--- src/rtl/ram_arbiter_rr.sv ---
// ram_arbiter_rr: N-port round-robin arbiter in front of one simple-dual-port RAM.
// The read and write channels are arbitrated independently. RAM-side outputs are
// registered, and read data is steered back to its requester by a one-hot tag
// pipeline whose depth matches the RAM read latency.
// Optional feature macro: ARB_DMA_PRIORITY_EN gives port 0 (DMA) strict priority
// on both channels; ports 1..N_PORTS-1 keep round-robin among themselves.
module ram_arbiter_rr #(
    parameter int W_ADDR     = 12,
    parameter int W_DATA     = 128,
    parameter int N_PORTS    = 4,
    parameter int RAM_RD_LAT = 1
) (
    input  logic                        clk,
    input  logic                        rst,
    input  logic [N_PORTS-1:0]          req_rd_en,
    input  logic [N_PORTS*W_ADDR-1:0]   req_rd_addr,
    output logic [N_PORTS-1:0]          req_rd_gnt,
    output logic [N_PORTS-1:0]          req_rd_valid,
    output logic [W_DATA-1:0]           req_rd_data,
    input  logic [N_PORTS-1:0]          req_wr_en,
    input  logic [N_PORTS*W_ADDR-1:0]   req_wr_addr,
    input  logic [N_PORTS*W_DATA-1:0]   req_wr_data,
    output logic [N_PORTS-1:0]          req_wr_gnt,
    output logic                        ram_rd_en,
    output logic [W_ADDR-1:0]           ram_rd_addr,
    input  logic [W_DATA-1:0]           ram_rd_data,
    output logic                        ram_wr_en,
    output logic [W_ADDR-1:0]           ram_wr_addr,
    output logic [W_DATA-1:0]           ram_wr_data,
    output logic                        dma_active
);

    localparam int PW    = (N_PORTS > 1) ? $clog2(N_PORTS) : 1;
    localparam int DEPTH = 1 + RAM_RD_LAT;
    localparam logic [N_PORTS-1:0] PORT0 = N_PORTS'(1);

    logic [PW-1:0]      rd_ptr;
    logic [PW-1:0]      wr_ptr;
    logic [N_PORTS-1:0] rd_gnt;
    logic [N_PORTS-1:0] wr_gnt;
    logic [W_ADDR-1:0]  rd_addr_sel;
    logic [W_ADDR-1:0]  wr_addr_sel;
    logic [W_DATA-1:0]  wr_data_sel;
    logic [N_PORTS-1:0] tag_pipe [DEPTH];

    // First requester at or after ptr, wrapping: one pass over [ptr, N), then
    // a second pass from 0 that only matters if the first found nothing.
    function automatic logic [N_PORTS-1:0] rr_pick(input logic [N_PORTS-1:0] req,
                                                   input logic [PW-1:0]      ptr);
        logic [N_PORTS-1:0] g;
        logic               found;
        g     = '0;
        found = 1'b0;
        for (int k = 0; k < N_PORTS; k++) begin
            if (!found && req[k] && (PW'(k) >= ptr)) begin
                g[k]  = 1'b1;
                found = 1'b1;
            end
        end
        for (int k = 0; k < N_PORTS; k++) begin
            if (!found && req[k]) begin
                g[k]  = 1'b1;
                found = 1'b1;
            end
        end
        return g;
    endfunction

    function automatic logic [N_PORTS-1:0] arbitrate(input logic [N_PORTS-1:0] req,
                                                     input logic [PW-1:0]      ptr);
`ifdef ARB_DMA_PRIORITY_EN
        if (req[0]) begin
            return PORT0;
        end
        return rr_pick(req & ~PORT0, ptr);
`else
        return rr_pick(req, ptr);
`endif
    endfunction

    // Pointer moves just past the winner; no grant leaves it where it was.
    function automatic logic [PW-1:0] next_ptr(input logic [N_PORTS-1:0] g,
                                               input logic [PW-1:0]      ptr);
        logic [PW-1:0] n;
        n = ptr;
        for (int k = 0; k < N_PORTS; k++) begin
            if (g[k]) begin
                n = (k == N_PORTS - 1) ? '0 : PW'(k + 1);
            end
        end
`ifdef ARB_DMA_PRIORITY_EN
        // A priority grant to DMA must not disturb the rotation among 1..N-1.
        if (g[0]) begin
            n = ptr;
        end
`endif
        return n;
    endfunction

    // Combinational grants, forced low while reset is asserted.
    always_comb begin
        rd_gnt = rst ? '0 : arbitrate(req_rd_en, rd_ptr);
        wr_gnt = rst ? '0 : arbitrate(req_wr_en, wr_ptr);
    end

    assign req_rd_gnt = rd_gnt;
    assign req_wr_gnt = wr_gnt;

    // Select the granted port's address/data for each channel.
    always_comb begin
        // NOTE: every output of a combinational block gets a default before any
        // conditional assignment, otherwise the tool infers a latch.
        rd_addr_sel = '0;
        wr_addr_sel = '0;
        wr_data_sel = '0;
        for (int k = 0; k < N_PORTS; k++) begin
            if (rd_gnt[k]) begin
                rd_addr_sel = req_rd_addr[k*W_ADDR +: W_ADDR];
            end
            if (wr_gnt[k]) begin
                wr_addr_sel = req_wr_addr[k*W_ADDR +: W_ADDR];
                wr_data_sel = req_wr_data[k*W_DATA +: W_DATA];
            end
        end
    end

    // Round-robin pointers for both channels.
    always_ff @(posedge clk) begin
        // NOTE: state is updated with non-blocking assignments so every register
        // samples pre-edge values regardless of statement order.
        if (rst) begin
            rd_ptr <= '0;
            wr_ptr <= '0;
        end else begin
            rd_ptr <= next_ptr(rd_gnt, rd_ptr);
            wr_ptr <= next_ptr(wr_gnt, wr_ptr);
        end
    end

    // Registered RAM write port; address/data hold between transfers.
    always_ff @(posedge clk) begin
        if (rst) begin
            ram_wr_en   <= 1'b0;
            ram_wr_addr <= '0;
            ram_wr_data <= '0;
        end else begin
            ram_wr_en <= |wr_gnt;
            if (|wr_gnt) begin
                ram_wr_addr <= wr_addr_sel;
                ram_wr_data <= wr_data_sel;
            end
        end
    end

    // Registered RAM read port; address holds between transfers.
    always_ff @(posedge clk) begin
        if (rst) begin
            ram_rd_en   <= 1'b0;
            ram_rd_addr <= '0;
        end else begin
            ram_rd_en <= |rd_gnt;
            if (|rd_gnt) begin
                ram_rd_addr <= rd_addr_sel;
            end
        end
    end

    // One-hot owner tag travels alongside the read for 1+RAM_RD_LAT cycles.
    always_ff @(posedge clk) begin
        // NOTE: this small tag array is reset, unlike a data RAM, because a stale
        // tag would raise req_rd_valid for a read that was aborted by reset.
        if (rst) begin
            for (int i = 0; i < DEPTH; i++) begin
                tag_pipe[i] <= '0;
            end
        end else begin
            tag_pipe[0] <= rd_gnt;
            for (int i = 1; i < DEPTH; i++) begin
                tag_pipe[i] <= tag_pipe[i-1];
            end
        end
    end

    assign req_rd_valid = tag_pipe[DEPTH-1];
    assign req_rd_data  = ram_rd_data;

    // DMA activity flag: port 0 holds a grant on either channel.
    always_ff @(posedge clk) begin
        if (rst) begin
            dma_active <= 1'b0;
        end else begin
            dma_active <= rd_gnt[0] | wr_gnt[0];
        end
    end

endmodule
--- config.mk ---
export PLATFORM = sky130hd
export DESIGN_NAME = ram_arbiter_rr
export DESIGN_NICKNAME = d
export VERILOG_FILES = /design/src/rtl/ram_arbiter_rr.sv
export SDC_FILE = /design/constraint.sdc
export NUM_CORES = 1
export LEC_CHECK = 0
export CORE_AREA = 2 2 402 404
export DETAILED_ROUTE_END_ITERATION = 7
export DIE_AREA = 0 0 404 406
export GPL_TIMING_DRIVEN = 0
export PLACE_DENSITY_LB_ADDON = 0.3
export SYNTH_ARGS = -nofsm -noshare
export SYNTH_HDL_FRONTEND = slang
export SYNTH_SLANG_ARGS = --single-unit
--- constraint.sdc ---
create_clock -name clk -period 2 [get_ports clk]
set_input_delay 0.4 -clock clk [delete_from_list [all_inputs] [get_ports clk]]
set_output_delay 0.4 -clock clk [all_outputs]
set_load 0.02 [all_outputs]
# Word-level counts from Yosys, hierarchy flattened
# Memories as Yosys holds them, arrays and structs flattened.
# Index checks and enable logic that the tools add are counted.
# totals
ff_bits	159
latch_bits	0
out_inout_bits	295
rom_bits	0
inputBits	746
ram_bits	8
n_memories	1
wordCells	115
# memory_table
memory	depth	word_bits	rd	rd_ports_with_merged_regs	wr	line	text
tag_pipe	2	4	2	0	2	44	logic [N_PORTS-1:0] tag_pipe [DEPTH];
# classes
div	0
n_addsub	0
n_bitwise	3
mul	0
n_eq_ne	0
n_shift	0
n_lt_le_gt_ge	8
n_mux	53
reduce_logical	42
# op_table
operator	n
two-way mux 128 bit	4
two-way mux 12 bit	8
two-way mux 1 bit	31
logical AND 1 bit	22
two-way mux 4 bit	4
zero test 1 bit	14
two-way mux 2 bit	6
>= comparator 1 x 2 -> 1 bit, first input constant	4
>= comparator 2 bit, first input constant	4
OR reduction 4 bit	2
nonzero test 3 bit	2
OR reduction 2 bit	2
OR 1 bit	3

# Logic depth before layout (Yosys ltp)
# logic_depth
word_depth	32
depth_mapped	10
ltp_nobuf	6

# Worst setup path before layout
# Ideal clock, no wire load.
# synth_path
path_kind	input to output
from	input rst
to	output req_wr_gnt[0]
required_ns	1.600
arrival_time_ns	1.904
n_path_buf	4
cell_stages	8
slack_ns	-0.304
path_cell_list	buf_2 > clkinv_1 > nand2_1 > or2_1 > buf_4 > inv_2 > clkbuf_1 > clkbuf_1
# synth_via
elab_chain_len	1
# synth_rtl
item	line	text
from (decl)	14	input logic rst,
two-way mux 4 bit	103	wr_gnt = rst ? '0 : arbitrate(req_wr_en, wr_ptr);
to (decl)	23	output logic [N_PORTS-1:0] req_wr_gnt,
# No other way between the ends.

# Final worst setup path
# layout_path
from	register wr_ptr[0]
to	register ram_wr_addr[0]
# layout_via
elab_chain_len	29
elab_cells_between_ends	42
classes_between	4 x order compare; 19 x mux; 19 x reduce/logical
# layout_rtl
item	line	text
from (decl)	38	logic [PW-1:0] wr_ptr;
from (signal assigned)	136	wr_ptr <= next_ptr(wr_gnt, wr_ptr);
>= comparator 1 x 2 -> 1 bit	55	if (!found && req[k] && (PW'(k) >= ptr)) begin
logical AND 1 bit	55	
two-way mux 1 bit	55	
zero test 1 bit	55	
logical AND 1 bit (2 in a row)	55	
two-way mux 1 bit	55	
zero test 1 bit	55	
logical AND 1 bit (2 in a row)	55	
[... 11 more ...]	-	
zero test 1 bit	61	if (!found && req[k]) begin
logical AND 1 bit	61	
two-way mux 1 bit	61	
zero test 1 bit	61	
logical AND 1 bit	61	
two-way mux 1 bit	61	
two-way mux 4 bit (*)	103	
OR reduction 4 bit or two-way mux 12 bit (tied branches)	148, 120	
to (signal assigned)	149	ram_wr_addr <= wr_addr_sel;
to (decl)	28	output logic [W_ADDR-1:0] ram_wr_addr,
# Every way passes the cells marked *; elsewhere a longest branch is shown, timed or not.
# A chain may end at the register's enable or synchronous reset.

==> impl_metrics.toml <==
[die]
fp-row-count = 147
start_util = 0.0591
die_w_um = 404
ioPinCount = 1041
fp.dieArea_um2 = 164000
die_h_um = 406
core-area_um2 = 160000

[route]
drc = 0
ant_nets = 0
dr_total_vias = 13700
routed_wl_um = 129000
detail_route.wl_per_cell_um = 31.2
firstDrtPassIters = 5
drtIter0Drc = 1122
viasPerCell = 3.30

[timing]
finalCritPeriodShare = 1.29
fin_skew_ns = 0.0228
fin_ws_ns = -0.586
maxSlewViolCount = 0
finalSetupTns_ns = -63.68
max_freq_mhz = 387
hold_ws_ns = 0.265
worst_slew_pin_slew_ns = 1.28
finalSetupViolCount = 149
worst_slew_margin_rel = 0.145
hold_viol_final = 0
rsz0062_at_grt = "yes"
min_period_ns = 2.59

[logic_synthesis]
synth-compound-area-share = 0.372
synthArstFlopShare = 0
synth_edf_count = 0
synth_xor_xnor_area_share = 0
yosys.area_share.adder = 0
synth_area_um2 = 9430
ys_ff_latch = 167
synth_commonest_cells = "218 x a221o_1, 167 x dfxtp_1, 133 x buf_4"
ys.flop_type = "dfxtp_1"
yosysSeqAreaShare = 0.354
synth_area_leaders = "dfxtp_1 35%, a221o_1 23%, buf_4 11%"
syn-instance-count = 989
syn_area_per_cell_um2 = 9.54
yosysTopAreaCellShare = 0.354
yosys_warnings = 0
synth_top_family_by_area = "compound AO/OA/AOI/OAI gates"
yosysMostFrequentCell = "a221o_1"
synth_nets = 1735
synthMuxAreaShare = 0
synthSimpleGateAreaFrac = 0.105
ys_types = 53
synth_largest_area_cell = "dfxtp_1"

[grt]
grt_pass1_vias = 13300
grt_max_degree = 20
grt_overflow = 0
antenna_found_initial = 110
grt_pass1_wl_um = 153000
grt_usage = 0.149

[clock_network]
clk_path_buf_depth = 2
numCtsBuffers = 17
htreeDepth = 4
insertion_delay_ns = 0.53
cts_tree = "built"
clkSinkCount = 167
hold_buffers = 0
path_clk_slew_ns = 0.10
cts_root_buffer = "clkbuf_16"

[pwr]
p_per_area_nw_per_um2 = 663
power_leakage_uw = 0.0101
worst_ir_drop_vdd_v = 0.000646

[worst_setup_path]
start_kind = "register"
worstSetupEndpointType = "register"
path_class = "register to register"
crit_arrival_ns = 3.02
cp_max_fo = 6
crit_required_ns = 2.44

[finish]
multi_input_area_um2 = 5130
fill_cells = 17900
seq_area_um2 = 3350
drive_above_1_share = 0.236
fin_cells = 4147
fin_area_um2 = 25100
nets = 2763
area_growth_pct = 166

[placement]
dp_hpwl_um = 106000
portBuffers = 909
placedInstanceArea_um2 = 21300
gp_congestion = 0.852
place_ws_ns = -2.90
place_inst = 3988

[status]
violations = "setup timing"
status = "complete, but fails checks"

[flow_run]
maxCapViolations = 0

[worst_hold_path]
min_path_type = "input pin to register"
[area by class of cell]
class,count,area share
Sequential cell,167,0.134
Tap cell,2086,0.104
Inverter,43,0.00764
Antenna cell,31,0.00310
Multi-Input combinational cell,552,0.205
Timing Repair Buffer,1016,0.433
Clock inverter,15,0.00709
Buffer,220,0.0893
Clock buffer,17,0.0170
[logic make-up (layout without fill, tap and decap cells)]
family | count (synthesis) | after routing
other | 0 | 31
AO/OA/AOI/OAI | 384 | 384
buffers and inverters | 270 | 1311
flip-flops | 167 | 167
AND/OR/NAND/NOR | 168 | 168
[state kept, by name, summed over array words and instances, names as in the netlist]
| register | flops |
|---|---|
| rd_ptr | 2 |
| tag_pipe | 8 |
| ram_rd_en | 1 |
| wr_ptr | 2 |
| ram_wr_addr | 12 |
| ram_rd_addr | 12 |
| dma_active | 1 |
| ram_wr_data | 128 |
| ram_wr_en | 1 |
[placed cells by master, fill, tap and decap left out, drive strengths merged, types with 12 or more instances in the layout]
cell and n:
nand2 12, a22oi 56, diode 31, dfxtp 167
a221o 218, o221ai 31, clkdlybuf4s50 820, buf 267
inv 50, dlymetal6s2s 73, and2 114, clkbuf 86
[final timing paths]
path,slack (ns),end,startpoint,depth (start not counted)
worst max-delay path,-0.59,ram_wr_addr[0],wr_ptr[0],10
worst min-delay path,0.27,tag_pipe[0][1],req_rd_en[1],2
worst max register to register,-0.59,ram_wr_addr[0],wr_ptr[0],10
worst min register to register,0.46,tag_pipe[0][4],tag_pipe[0][0],1
[report_power, final]
part,internal [uW],switching (uW)
Clock,1700,2210
Sequential,3970,429
Combinational,4280,4040
Total,9940,6680
[metal layers]
metal  up-vias  track usage  share of wire
met1      6608        0.169           0.38
met4        28       0.0443          0.027
met5         -       0.0122         0.0019
met2       927        0.246           0.48
li1       5914            -              -
met3       194       0.0694           0.11
[critical path: stages (launching register included)]
cell      delay (ns)
dfxtp_4         0.37
nand2b_4        0.14
a311oi_4        0.30
or2_1           0.15
buf_6           0.13
inv_12          0.04
buf_12          0.13
buf_16          0.15
buf_16          0.17
a221o_4         0.55
a221o_1         0.29
[stage by stage]
stage / utilization / power (uW)
4_1_cts: 0.151 / 16600
3_5_place_dp: 0.133 / 11400
3_3_place_gp: 0.133 / 11400
5_1_grt: 0.157 / 17400
2_1_floorplan: - / 7000
6_report: 0.157 / 16600
[what timing repair did]
action | CTS | global route
cloned | 13 | 14
gates resized for setup | 385 | 207
setup buffers | 60 | 29
pin swaps | 47 | 99
setup endpoints to repair | 235 | 237
Note: power is estimated with default switching activity, not from simulation.
